**config.mk**
```make
export PLATFORM = sky130hd
export DESIGN_NAME = des_job_sequencer
export DESIGN_NICKNAME = d
export VERILOG_FILES = /design/src/rtl/des_seq_pkg.sv /design/src/rtl/des_job_sequencer.sv
export SDC_FILE = /design/constraint.sdc
export NUM_CORES = 1
export LEC_CHECK = 0
export CAP_MARGIN = 20
export CORE_AREA = 3 3 173 175
export DETAILED_ROUTE_END_ITERATION = 8
export DIE_AREA = 0 0 176 178
export HOLD_SLACK_MARGIN = 0.02
export PLACE_DENSITY = 0.7
export SLEW_MARGIN = 10
export SYNTH_ARGS = -nofsm -noshare
export SYNTH_HDL_FRONTEND = slang
export SYNTH_SLANG_ARGS = --single-unit
export TNS_END_PERCENT = 1
```
**constraint.sdc**
```tcl
create_clock -name clk -period 4.98 [get_ports clk]
set_input_delay 0.498 -clock clk [delete_from_list [all_inputs] [get_ports clk]]
set_output_delay 0.498 -clock clk [all_outputs]
set_load 0.02 [all_outputs]
```
**src/rtl/des_seq_pkg.sv**
```systemverilog
// Shared types and constants for the DES job sequencer.
package des_seq_pkg;

  localparam int unsigned ID_W_DEF   = 8;
  localparam int unsigned TO_W_DEF   = 32;
  localparam int unsigned DATA_W     = 64;
  localparam int unsigned STATUS_W   = 2;

  localparam logic [STATUS_W-1:0] STATUS_OK      = 2'b00;
  localparam logic [STATUS_W-1:0] STATUS_TIMEOUT = 2'b01;
  localparam logic [STATUS_W-1:0] STATUS_ABORTED = 2'b10;

  typedef enum logic [2:0] {
    ST_IDLE,
    ST_RESTART,
    ST_START,
    ST_RUN,
    ST_REPORT
  } state_e;

endpackage

```
**src/rtl/des_job_sequencer.sv**
```systemverilog
// Accepts one job at a time, pulses restart/start into the DES block,
// waits for done/abort/timeout and holds the result until it is taken.
module des_job_sequencer
  import des_seq_pkg::*;
#(
  parameter int unsigned ID_W = ID_W_DEF,
  parameter int unsigned TO_W = TO_W_DEF
) (
  input  logic                clk,
  input  logic                rst,
  input  logic                job_valid,
  output logic                job_ready,
  input  logic [DATA_W-1:0]   job_seed,
  input  logic [DATA_W-1:0]   job_limit,
  input  logic [ID_W-1:0]     job_id,
  input  logic [TO_W-1:0]     timeout_cycles,
  input  logic                abort,
  output logic                blk_start,
  output logic                blk_restart,
  output logic [DATA_W-1:0]   blk_seed,
  output logic [DATA_W-1:0]   blk_counter_limit,
  input  logic [DATA_W-1:0]   blk_counter,
  input  logic                blk_done,
  output logic                res_valid,
  input  logic                res_ready,
  output logic [ID_W-1:0]     res_id,
  output logic [DATA_W-1:0]   res_count,
  output logic [STATUS_W-1:0] res_status,
  output logic                busy
);

  state_e                state_q;
  logic                  job_ready_q;
  logic                  blk_start_q;
  logic                  blk_restart_q;
  logic [DATA_W-1:0]     blk_seed_q;
  logic [DATA_W-1:0]     blk_limit_q;
  logic                  res_valid_q;
  logic [ID_W-1:0]       res_id_q;
  logic [DATA_W-1:0]     res_count_q;
  logic [STATUS_W-1:0]   res_status_q;
  logic                  busy_q;
  logic [TO_W-1:0]       cnt_q;
  logic [TO_W-1:0]       cnt_d;

  logic                  timeout_hit_c;
  logic                  fin_c;
  logic [STATUS_W-1:0]   fin_status_c;

  // Saturating run-cycle counter and timeout compare.
  always_comb begin
    cnt_d         = (&cnt_q) ? cnt_q : cnt_q + TO_W'(1);
    timeout_hit_c = (timeout_cycles != '0) && (cnt_q == timeout_cycles - TO_W'(1));
  end

  // Job termination decision; done beats abort beats timeout, done only counts in RUN.
  always_comb begin
    fin_c        = 1'b0;
    fin_status_c = STATUS_OK;
    case (state_q)
      ST_RESTART, ST_START: begin
        if (abort) begin
          fin_c        = 1'b1;
          fin_status_c = STATUS_ABORTED;
        end
      end
      ST_RUN: begin
        if (blk_done) begin
          fin_c        = 1'b1;
          fin_status_c = STATUS_OK;
        end else if (abort) begin
          fin_c        = 1'b1;
          fin_status_c = STATUS_ABORTED;
        end else if (timeout_hit_c) begin
          fin_c        = 1'b1;
          fin_status_c = STATUS_TIMEOUT;
        end
      end
      default: begin
        fin_c        = 1'b0;
        fin_status_c = STATUS_OK;
      end
    endcase
  end

  always_ff @(posedge clk) begin
    if (rst) begin
      state_q       <= ST_IDLE;
      job_ready_q   <= 1'b1;
      blk_start_q   <= 1'b0;
      blk_restart_q <= 1'b0;
      blk_seed_q    <= '0;
      blk_limit_q   <= '0;
      res_valid_q   <= 1'b0;
      res_id_q      <= '0;
      res_count_q   <= '0;
      res_status_q  <= STATUS_OK;
      busy_q        <= 1'b0;
      cnt_q         <= '0;
    end else begin
      blk_start_q   <= 1'b0;
      blk_restart_q <= 1'b0;
      if (fin_c) begin
        res_count_q  <= blk_counter;
        res_status_q <= fin_status_c;
        res_valid_q  <= 1'b1;
        state_q      <= ST_REPORT;
      end else begin
        case (state_q)
          ST_IDLE: begin
            if (job_valid && job_ready_q) begin
              blk_seed_q    <= job_seed;
              blk_limit_q   <= job_limit;
              res_id_q      <= job_id;
              job_ready_q   <= 1'b0;
              busy_q        <= 1'b1;
              blk_restart_q <= 1'b1;
              state_q       <= ST_RESTART;
            end
          end
          ST_RESTART: begin
            blk_start_q <= 1'b1;
            state_q     <= ST_START;
          end
          ST_START: begin
            cnt_q   <= '0;
            state_q <= ST_RUN;
          end
          ST_RUN: begin
            cnt_q <= cnt_d;
          end
          ST_REPORT: begin
            if (res_ready) begin
              res_valid_q <= 1'b0;
              busy_q      <= 1'b0;
              job_ready_q <= 1'b1;
              state_q     <= ST_IDLE;
            end
          end
          default: begin
            state_q <= ST_IDLE;
          end
        endcase
      end
    end
  end

  assign job_ready         = job_ready_q;
  assign blk_start         = blk_start_q;
  assign blk_restart       = blk_restart_q;
  assign blk_seed          = blk_seed_q;
  assign blk_counter_limit = blk_limit_q;
  assign res_valid         = res_valid_q;
  assign res_id            = res_id_q;
  assign res_count         = res_count_q;
  assign res_status        = res_status_q;
  assign busy              = busy_q;

endmodule
```
* Word-level counts from Yosys, hierarchy flattened
Cells that the tools add are included.
Word-level totals: register bits after elaboration 242, logic and storage cells 73, bits of input ports 238
Operators by class: equality and inequality tests 11, multiplexer cells 26, bitwise logic cells 3, add/subtract/negate cells 2, reduce and logical (&&, ||, !) cells 18
Operators with widths (count):
- 32-bit case mux with 2 select lines | 1
- 32-bit by 1-bit adder with 32-bit output (second input constant) | 1
- 32-bit == test | 1
- 32-bit 2-to-1 mux | 1
- 32-bit AND reduction | 1
- 32-bit nonzero test | 1
- 32-bit by 1-bit subtractor with 32-bit output (second input constant) | 1
- 3-bit case mux with 5 select lines | 1
- 1-bit 2-to-1 mux | 13
- 3-bit AND reduction | 4
- 3-bit 2-to-1 mux | 3
- 2-bit inequality test (second input constant) | 4
- 2-bit nonzero test | 4
- 3-bit by 2-bit == test with 1-bit output (second input constant) | 2
- 2-bit 2-to-1 mux | 3
- 3-bit inequality test (second input constant) | 2
- 1-bit case mux with 2 select lines | 3
- 2-bit case mux with 2 select lines | 1
- 4-bit AND reduction | 1
- 2-bit OR reduction | 2
- 3-bit by 1-bit == test with 1-bit output (second input constant) | 1
- 3-bit == test (second input constant) | 1
- 3-bit logical NOT | 1
- 1-bit NOT | 3
- 3 further kinds | 4

* Logic depth before layout (Yosys ltp)
Gate-level depths: netlist of the first run.
word-level depth 9, gate-level depth with buffers 14, mapped depth without buffers 11

* Worst setup path after synthesis of the first run
OpenSTA, ideal clock, no wires.
path type input-to-reg, start point in timeout_cycles[4], end point reg cnt_q[10], path slack 1.300 ns, arrival time 3.563 ns, data required time 4.863 ns, stages on the path 13, cell sequence buf_6 or4_4 buf_6 or2_4 o31ai_2 nand3_1 or4b_1 or4_1 buf_2 and3_4 buf_6 buf_6 a32o_1
On the way: cells in the longest elaborated chain, start to end 9, elaborated cells on any way between the ends 10, those cells by class add/sub (1); eq/ne (1); mux (4); bitwise (1); reduce/logical (3)
Ends and longest elaborated chain:
- start: declaration | RTL line des_job_sequencer.sv:16 | input logic [TO_W-1:0] timeout_cycles,
- 32-bit by 1-bit subtractor with 32-bit output | RTL line des_job_sequencer.sv:53 | timeout_hit_c = (timeout_cycles != '0) && (cnt_q == timeout_cycles - TO_W'(1));
- 32-bit == test | RTL line des_job_sequencer.sv:53
- 1-bit logical AND (*) | RTL line des_job_sequencer.sv:53
- 1-bit 2-to-1 mux (*) | RTL line des_job_sequencer.sv:74 | end else if (timeout_hit_c) begin
- 1-bit 2-to-1 mux (*) | RTL line des_job_sequencer.sv:71 | end else if (abort) begin
- 1-bit 2-to-1 mux (*) | RTL line des_job_sequencer.sv:68 | if (blk_done) begin
- 1-bit case mux with 2 select lines (*) | RTL line des_job_sequencer.sv:60 | case (state_q)
- 1-bit NOT (no source line) (*)
- 3-bit AND reduction (no source line) (*)
- end signal: assignment | RTL line des_job_sequencer.sv:130 | cnt_q <= cnt_d;
- end: declaration | RTL line des_job_sequencer.sv:43 | logic [TO_W-1:0] cnt_q;
Every way passes the cells marked *; elsewhere a longest branch is shown, timed or not. A chain may end at the register's enable or synchronous reset.

* Worst setup path in the final report of the first run
start point in timeout_cycles[10], end point reg res_count_q[62], in the netlist res_count[62]
On the way: cells in the longest elaborated chain, start to end 7, elaborated cells on any way between the ends 8, those cells by class add/sub (1); eq/ne (1); mux (4); reduce/logical (2)
Ends and longest elaborated chain:
- 32-bit by 1-bit subtractor with 32-bit output | RTL line des_job_sequencer.sv:53
- 32-bit == test | RTL line des_job_sequencer.sv:53
- 1-bit logical AND (*) | RTL line des_job_sequencer.sv:53
- 1-bit 2-to-1 mux (*) | RTL line des_job_sequencer.sv:74
- 1-bit 2-to-1 mux (*) | RTL line des_job_sequencer.sv:71
- 1-bit 2-to-1 mux (*) | RTL line des_job_sequencer.sv:68
- 1-bit case mux with 2 select lines (*) | RTL line des_job_sequencer.sv:60
- end signal: assignment | RTL line des_job_sequencer.sv:104 | res_count_q <= blk_counter;
- end: declaration | RTL line des_job_sequencer.sv:40 | logic [DATA_W-1:0] res_count_q;
Marked as above.

==> results of run 1 <==
sequential cells by signal, indices dropped and copies added, names as in the netlist:
| name | flops |
|---|---|
| job_ready | 1 |
| blk_seed | 64 |
| busy | 1 |
| state_q | 3 |
| cnt_q | 32 |
| res_valid | 1 |
| blk_restart | 1 |
| blk_counter_limit | 64 |
| res_status | 2 |
| res_id | 8 |
| res_count | 64 |
| blk_start | 1 |
path summary, 6_finish.rpt:
check	end	slack (ns)	startpoint
max	res_count[62]$_SDFFE_PP0P_	1.13	timeout_cycles[10]
min	blk_seed[7]$_SDFFE_PP0P_	0.35	rst
max reg2reg	cnt_q[4]$_SDFFE_PP0P_	1.62	cnt_q[15]$_SDFFE_PP0P_
min reg2reg	blk_seed[25]$_SDFFE_PP0P_	0.45	blk_seed[25]$_SDFFE_PP0P_
power breakdown:
part | internal (mW) | switching, mW
registers | 2.12 | 0.103
clock network | 1.24 | 0.815
logic | 0.689 | 0.812
total | 4.05 | 1.73
Yosys cell counts, drive strengths merged, types with 12 or more instances:
cell type	count	share of area [%]
nand2	320	12
dfxtp	242	47
a21oi	155	7.5
nor2	93	3.4
clkbuf	75	2.7
mux2i	69	6.6
nand3	41	2.0
nor3	25	1.2
xnor2	24	2.0
nor4	23	1.6
or4	19	1.4
buf	16	0.97
o21ai	16	0.77
xor2	15	1.3
o31ai	14	1.1
a32o	12	1.2
layout make-up:
| cell class | instances | share of cell area (%) |
|---|---|---|
| Inverter | 8 | 0.1869 |
| Sequential cell | 242 | 30.16 |
| Tap cell | 384 | 2.991 |
| Multi-Input combinational cell | 935 | 32.18 |
| Clock buffer | 42 | 4.868 |
| Clock inverter | 8 | 0.8256 |
| Timing Repair Buffer | 461 | 28.78 |
| Antenna cell | 1 | 0.01558 |
metal layers:
metal	global-route usage [%]	vias to the layer above	wire length, µm
met1	27.63	4904	15060
met5	0	-	34
met4	7.060	4	1247
met2	38.69	336	18580
met3	6.620	72	2816
li1	-	5190	-
metrics by stage:
step                      util (%)  hold slack [ns]  setup slack, ns  cells  power (mW)
final                        56.12           0.3547            1.129   2081       5.781
after floorplan                  -           0.4642            1.300   1276       3.016
after global routing         56.11           0.3717           0.7785   2080       6.038
after CTS                    56.08           0.3358            1.178   2079       5.839
after global placement       52.89           0.4402           0.7300   2029       3.754
after detailed placement     52.89           0.4456           0.6508   2029       3.773
critical path: cells and delay by family:
kind                   cells  cell delay [ns]
muxes                      1             0.23
buffers and inverters      3             1.03
and+or+nand+nor            6             1.53
AOI/OAI and AO/OA          2             0.92
cells by family (layout without fill, tap and decap cells):
| group | count (synthesis) | count (layout) | share of synthesized area, % |
|---|---|---|---|
| other | 0 | 1 | 0 |
| multiplexers | 69 | 69 | 6.642 |
| XOR/XNOR | 39 | 39 | 3.285 |
| adder cells (fa/ha/maj) | 3 | 3 | 0.3610 |
| AND/OR/NAND/NOR | 595 | 595 | 26.18 |
| buffers and inverters | 99 | 519 | 3.971 |
| flip-flops | 242 | 242 | 46.59 |
| AO/OA/AOI/OAI | 229 | 229 | 12.97 |
==> flow_summary.ini, run 1 <==
[detailed_routing]
dr_total_vias = 10510
vias_per_cell = 5.049
route.detailed.drc = 0
wire_per_inst_um = 18.14
ant_nets = 0
wirelength_mm = 37.74
drt_iter0_drc = 642
drt-pass1-iter-count = 5

[finish]
fillerInstances = 2610
multi_input_area_um2 = 5169
nets = 1916
synthToLayoutAreaGrowth_pct = 54.48
ff_latch_area_um2 = 4845
final_area_um2 = 16060
layout_commonest_cell = clkdlybuf4s50_1
drive_above_1_share_pct = 5.130
mostFrequentLayoutCells = clkdlybuf4s50_1, nand2_1, dfxtp_1

[worst_hold_path]
min_path_cells = 2
hp-class = in2reg

[global_routing]
grt_pass1_wl_mm = 57.10
grt_usage_pct = 22.66
grt_max_degree = 137
grt_pass1_vias = 10090
grt-ovfl-total = 0
antenna_found_initial = 2

[clock_tree]
cts_tree = done
cts.sinks = 242
cts-buffers-inserted = 27
post-cts-setup-buffer-count = 0
ctsHoldBuffers = 0
clock-root-buffer = clkbuf_16
ctsLongestPathBuffers = 3
h-tree-depth = 1
clk_latency_ns = 0.54
path_clk_slew_ns = 0.06
post_cts_resized = 0

[synthesis]
synth_area_um2 = 10400
synth.distinct_cells = 61
ys_seq_area_share_pct = 46.59
synth-async-reset-ratio_pct = 0
synth_edf_count = 0
avgSynthCellArea_um2 = 8.149
synth-seq-cells = 242
syn-num-nets = 1517
synthFlopType = dfxtp_1
syn_inst = 1276
yosysWarnings = 0

[worst_setup_path]
cpMaxStageDelayCell = nor4_2
required_ns = 5.37
crit_type = in2reg
setup.worst_path.start_class = primary input
endpoint_kind = register
cp_common_cell = nand4_1
slowest_delay_ns = 0.58
crit_fanout = 30
arrival_ns = 4.24
r2r_cells = 9
path_cells = clkdlybuf4s50_1, nor4_2, nand4_1, buf_4, or2_2, o41ai_1, and3_1, nand4_1, o21ai_4, buf_12, mux2i_1, nor2_1

[timing]
drv_slew = 0
min_period_ns = 3.851
clock.fmax_ghz = 0.2597
period_share_pct = 77.32
tns_ns = 0
maxSlewHeadroom_pct = 27.57
worst_slew_pin_slew_ns = 1.086
setup_viol = 0
hold_viol_final = 0
skew_ns = 0.01306
rsz0062_at_grt = false

[floorplan]
io_pins = 445
rows = 62
die-height_um = 178
core_area_um2 = 28630
dieWidth_um = 176
die-area_um2 = 31330
initial_core_util_pct = 36.33

[place]
place.gp.congestion = 0.8782
placed_cell_area_um2 = 15140
dp_hpwl_mm = 27.69
port_buffers = 444

[pwr]
peakVddDrop_mv = 0.3030
leakagePower_nw = 5.578
power.density_nw_per_um2 = 359.9

[run]
drv_cap = 0

[outcome]
run_status = completed
No activity file was read; power rests on OpenSTA's default activity.
==> run 2, diff against run 1 <==
--- a/config.mk
+++ b/config.mk
@@ -10,7 +10,7 @@
 export DETAILED_ROUTE_END_ITERATION = 8
 export DIE_AREA = 0 0 176 178
 export HOLD_SLACK_MARGIN = 0.02
-export PLACE_DENSITY = 0.7
+export PLACE_DENSITY = 0.73
 export SLEW_MARGIN = 10
 export SYNTH_ARGS = -nofsm -noshare
 export SYNTH_HDL_FRONTEND = slang
==> constraint.sdc (replaced) <==
create_clock -name clk -period 3.4 [get_ports clk]
set_input_delay 0.34 -clock clk [delete_from_list [all_inputs] [get_ports clk]]
set_output_delay 0.34 -clock clk [all_outputs]
set_load 0.02 [all_outputs]
==> run 2 against run 1 <==
Final area is 4.2% higher. Clock power is 46% higher. Global-route usage rose by 0.20 points. Core utilization rose by 2.4 points. Worst setup slack got worse by 1.0 ns. Power is 48% higher. Largest power group unchanged. Die area stayed put. Final cell count grew 3.8%. Sequential cell count unchanged. Critical path depth increased by 1. Combinational power rose by 53%. Sequential power is 46% higher. Highest routed layer unchanged.
==> flow_summary.ini, run 2 (synthesis gave the netlist of run 1 again) <==
[global_routing]
antenna_found_initial = 1
grt_pass1_wl_mm = 57.89
grt_max_degree = 137
use_met2_pct = 40.79
grt-ovfl-total = 0
grt_usage_pct = 22.86
grt_pass1_vias = 10670
met3_usage_pct = 6.088
met1_usage_pct = 26.93
top_usage_layer = met2

[detailed_routing]
route.detailed.drc = 0
dr_total_vias = 10860
drt_iter0_drc = 647
wire_per_inst_um = 17.75
drt-pass1-iter-count = 5
vias_per_cell = 5.024
ant_nets = 0
wirelength_mm = 38.35

[clock_tree]
cts_tree = done
clk_latency_ns = 0.54
ctsHoldBuffers = 0
cts.sinks = 242
path_clk_slew_ns = 0.06
clock-root-buffer = clkbuf_16
h-tree-depth = 1
cts-buffers-inserted = 28
ctsLongestPathBuffers = 3

[worst_hold_path]
whs_endpoint = blk_counter_limit[47]$_SDFFE_PP0P_
min-delay-start = rst
hp-class = in2reg
min_path_cells = 2

[finish]
antenna_cells = 0
mostFrequentLayoutCells = clkdlybuf4s50_1, nand2_1, dfxtp_1
multi_input_area_um2 = 5194
drive_above_1_share_pct = 9.848
post-route-util_pct = 58.49
layout_commonest_cell = clkdlybuf4s50_1
synthToLayoutAreaGrowth_pct = 61.00
instances_no_fill = 2161
ff_latch_area_um2 = 4845
fillerInstances = 2498
nets = 1999

[place]
port_buffers = 444
place.gp.congestion = 0.9222
placedCellCount = 2109
dp_hpwl_mm = 28.16

[worst_setup_path]
crit_type = in2reg
crit_fanout = 26
worstSetupStartpoint = timeout_cycles[0]
required_ns = 3.84
setup.worst_path.start_class = primary input
reg2reg_to = cnt_q[27]$_SDFFE_PP0P_
reg2reg_slack_ns = 0.37
endpoint_kind = register
r2r_cells = 12
regToRegStartpoint = cnt_q[5]$_SDFFE_PP0P_
arrival_ns = 3.76

[pwr]
sw_frac_of_total_pct = 29.63
peakVddDrop_mv = 0.5166
seqPwrFrac_pct = 38.1
leakagePower_nw = 5.998
combPwrFrac_pct = 26.8
intPower_mw = 6.017
p_total_mw = 8.550
power.density_nw_per_um2 = 510.7
clkPwrFrac_pct = 35.1
power_switching_mw = 2.534

[floorplan]
die-area_um2 = 31330
dieWidth_um = 176
initial_core_util_pct = 36.33
core_area_um2 = 28630
die-height_um = 178
io_pins = 445
rows = 62

[timing]
hold_viol_final = 0
drv_slew = 0
setup_viol = 0
skew_ns = 0.02521
maxSlewHeadroom_pct = 31.83
worst_slew_pin_slew_ns = 1.023
period_share_pct = 97.46
rsz0062_at_grt = true
clock.fmax_ghz = 0.3018
holdWs_ns = 0.2032
min_period_ns = 3.314

[outcome]
run_status = completed

[run]
drv_cap = 0
==> run 2: changes by cell type in the layout (fill, tap and decap cells not counted), sizes merged <==
cell and change:
inv -1, bufinv -1, diode -1, clkbuf +1, clkinvlp +1, buf +81
==> run 2: metrics by stage <==
stage / setup slack [ns] / instance area, µm² / TNS [ns]
6_report: 0.08628 / 16740 / 0
2_1_floorplan: 0.01436 / 10410 / 0
5_1_grt: -0.01681 / 16740 / -0.02966
3_5_place_dp: -0.5319 / 15750 / -46.73
4_1_cts: 0.05163 / 16680 / 0
3_3_place_gp: -0.4685 / 15750 / -41.28
==> run 2: repair_timing <==
action                                  4_1_cts  5_1_grt
gates resized for setup                       1        4
cloned                                        0        1
pin swaps                                     0        1
buffers inserted                              0        2
endpoints found under the setup margin        5       86
hold endpoints to repair                      0        0
==> run 2: power groups by stage <==
stage | Clock [mW] | Combinational [mW] | Sequential [mW]
after floorplan | 0 | 0.788 | 3.63
after global placement | 0 | 2.25 | 3.30
after detailed placement | 0 | 2.27 | 3.32
after CTS | 3.08 | 2.28 | 3.26
after global routing | 3.18 | 2.46 | 3.29
final | 3.00 | 2.29 | 3.26
==> run 2: final cells by class <==
cell class / count / area share, %
tap: 384 / 2.870
multi-input combinational: 935 / 31.02
sequential: 242 / 28.94
timing repair buffer: 543 / 31.47
clock buffer: 42 / 4.985
clock inverter: 7 / 0.5381
inverter: 8 / 0.1794
==> run 2: worst max-delay path by stage <==
| stage | to | slack, ns | cells after the start |
|---|---|---|---|
| 6_report | cnt_q[27]$_SDFFE_PP0P_ | 0.09 | 13 |
| 3_3_place_gp | res_count[8]$_SDFFE_PP0P_ | -0.47 | 11 |
| 3_5_place_dp | res_count[25]$_SDFFE_PP0P_ | -0.53 | 11 |
| 5_1_grt | cnt_q[27]$_SDFFE_PP0P_ | -0.02 | 13 |
| 2_1_floorplan | cnt_q[10]$_SDFFE_PP0P_ | 0.01 | 14 |
| 4_1_cts | res_count[25]$_SDFFE_PP0P_ | 0.05 | 14 |
==> run 2: layer usage <==
metal	routed length [µm]	vias up	part of all wire [%]
met5	13	-	0.034
met4	1196	2	3.1
met3	2782	75	7.3
met2	19340	367	50
met1	15020	5050	39
li1	-	5362	-
==> run 2: worst max-delay path, cell delays in order <==
cell             delay [ns]
clkdlybuf4s50_1        0.47
or4_4                  0.63
or4_1                  0.52
o311ai_0               0.10
a31oi_1                0.13
a211oi_1               0.24
nand4b_1               0.14
buf_4                  0.16
nor4_2                 0.37
buf_12                 0.22
buf_4                  0.14
o31ai_1                0.10
a21oi_1                0.17
==> run 3, diff against run 2 <==
--- a/config.mk
+++ b/config.mk
@@ -6,9 +6,9 @@
 export NUM_CORES = 1
 export LEC_CHECK = 0
 export CAP_MARGIN = 20
-export CORE_AREA = 3 3 173 175
+export CORE_AREA = 2 2 172 174
 export DETAILED_ROUTE_END_ITERATION = 8
-export DIE_AREA = 0 0 176 178
+export DIE_AREA = 0 0 174 176
 export HOLD_SLACK_MARGIN = 0.02
 export PLACE_DENSITY = 0.73
 export SLEW_MARGIN = 10
==> run 3 against run 2 <==
Routed wire length decreased by 1.3%. Worst setup slack better by 0.055 ns. Sequential power about the same. Sequential share of layout area is essentially flat. Register-to-register slack lost 0.05 ns. Clock power about the same. Largest cell class unchanged.
==> flow_summary.ini, run 3 (synthesis gave the netlist of run 1 again) <==
[outcome]
run_status = completed

[clock_tree]
cts-buffers-inserted = 27
ctsLongestPathBuffers = 3
cts.sinks = 242
h-tree-depth = 1
cts_tree = done
clk_latency_ns = 0.54
path_clk_slew_ns = 0.06
clock-root-buffer = clkbuf_16
ctsHoldBuffers = 0

[finish]
drive_above_1_share_pct = 10.05
mostFrequentLayoutCells = clkdlybuf4s50_1, nand2_1, dfxtp_1
ff_latch_area_um2 = 4845
multi_input_area_um2 = 5197
nets = 1993
fillerInstances = 2606
layout_commonest_cell = clkdlybuf4s50_1
synthToLayoutAreaGrowth_pct = 60.81

[pwr]
peakVddDrop_mv = 0.4477
power.density_nw_per_um2 = 513.3
p_total_mw = 8.584
leakagePower_nw = 5.979

[worst_setup_path]
arrival_ns = 3.68
endpoint_kind = register
cp_common_cell = buf_4
crit_type = in2reg
slowest_delay_ns = 0.57
setup.worst_path.start_class = primary input
path_cells = clkdlybuf4s50_1, inv_1, ha_1, or3b_2, o31ai_1, buf_4, nand2_1, or4b_1, or4_1, buf_4, and4_1, mux2i_1
cpMaxStageDelayCell = or4b_1
crit_fanout = 16
required_ns = 3.82

[global_routing]
antenna_found_initial = 1
grt_pass1_wl_mm = 57.64
grt_pass1_vias = 10660
grt_max_degree = 137
grt_usage_pct = 23.44
grt-ovfl-total = 0

[place]
post-place-ws_ns = -0.4249
place.gp.congestion = 0.9252
dp_hpwl_mm = 27.94
port_buffers = 444

[run]
drv_cap = 0

[worst_hold_path]
hp-class = in2reg

[timing]
rsz0062_at_grt = false
hold_viol_final = 0
setup_viol = 0
period_share_pct = 95.84
skew_ns = 0.008218
maxSlewHeadroom_pct = 33.65
worst_slew_pin_slew_ns = 0.9953
min_period_ns = 3.259
clock.fmax_ghz = 0.3069
postLayoutSetupSlackWorst_ns = 0.1414
drv_slew = 0
tns_ns = 0

[floorplan]
initial_core_util_pct = 36.43
die-area_um2 = 30620
dieWidth_um = 174
io_pins = 445
die-height_um = 176
core_area_um2 = 28550
rows = 62

[detailed_routing]
drt-pass1-iter-count = 5
wire_per_inst_um = 17.55
ant_nets = 0
wirelength_mm = 37.86
drt_iter0_drc = 651
vias_per_cell = 5.009
dr_total_vias = 10810
route.detailed.drc = 0
[run 3: cell types whose count changed in the layout (fill, tap and decap cells not counted), moves of 2 or more]
cell,change
buf_12,+2
buf_4,-6
clkbuf_1,-7
clkbuf_16,-3
clkinv_2,+5
inv_6,+2
nor4_1,-2
nor4_2,+2
[run 3: final timing paths]
check / cells after the start / start / slack, ns / to
worst max-delay path: 12 / timeout_cycles[0] / 0.14 / cnt_q[18]$_SDFFE_PP0P_
worst min-delay path: 2 / rst / 0.19 / blk_counter_limit[27]$_SDFFE_PP0P_
worst max register to register: 10 / state_q[1]$_SDFFE_PP0P_ / 0.32 / cnt_q[18]$_SDFFE_PP0P_
worst min register to register: 2 / blk_counter_limit[27]$_SDFFE_PP0P_ / 0.45 / blk_counter_limit[27]$_SDFFE_PP0P_
[run 3: final cells by class]
type,count,area share (%)
antenna,1,0.01496
clock buffer,33,4.534
clock inverter,16,1.018
inverter,8,0.1796
multi-input combinational,935,31.08
sequential,242,28.97
tap,384,2.873
timing repair buffer,538,31.33
[run 3: through the flow]
| step | instance area [µm²] | cells | utilization [%] | hold slack (ns) |
|---|---|---|---|---|
| 2_1_floorplan | 10410 | 1276 | - | 0.4577 |
| 3_3_place_gp | 15760 | 2107 | 55.22 | 0.4406 |
| 3_5_place_dp | 15760 | 2107 | 55.22 | 0.4459 |
| 4_1_cts | 16690 | 2156 | 58.47 | 0.1690 |
| 5_1_grt | 16720 | 2157 | 58.58 | 0.1807 |
| 6_report | 16720 | 2157 | 58.58 | 0.1928 |
[run 3: power breakdown]
group          total (mW)  switching [mW]  internal [mW]  leakage (nW)
Sequential           3.26           0.147           3.11          1.97
Combinational        2.29            1.21           1.08          3.55
Clock                3.03            1.22           1.81         0.459
[run 3: repair_timing]
action | CTS | global route
buffers inserted | 0 | 0
gates resized for setup | 0 | 5
setup endpoints to repair | 0 | 62
[run 3: metal layers]
| layer | routed length [µm] | GRT usage (%) | vias up |
|---|---|---|---|
| li1 | - | - | 5347 |
| met1 | 14820 | 26.75 | 4993 |
| met5 | 0 | 0 | - |
| met3 | 2794 | 6.352 | 87 |
| met2 | 18710 | 41.65 | 378 |
| met4 | 1536 | 9.314 | 0 |
[run 3: worst max-delay path: cells and delay by family]
kind | cells | cell delay [ns]
simple gates | 5 | 1.81
buf+inv | 4 | 0.95
compound gates | 1 | 0.28
fa+ha+maj | 1 | 0.19
mux | 1 | 0.11
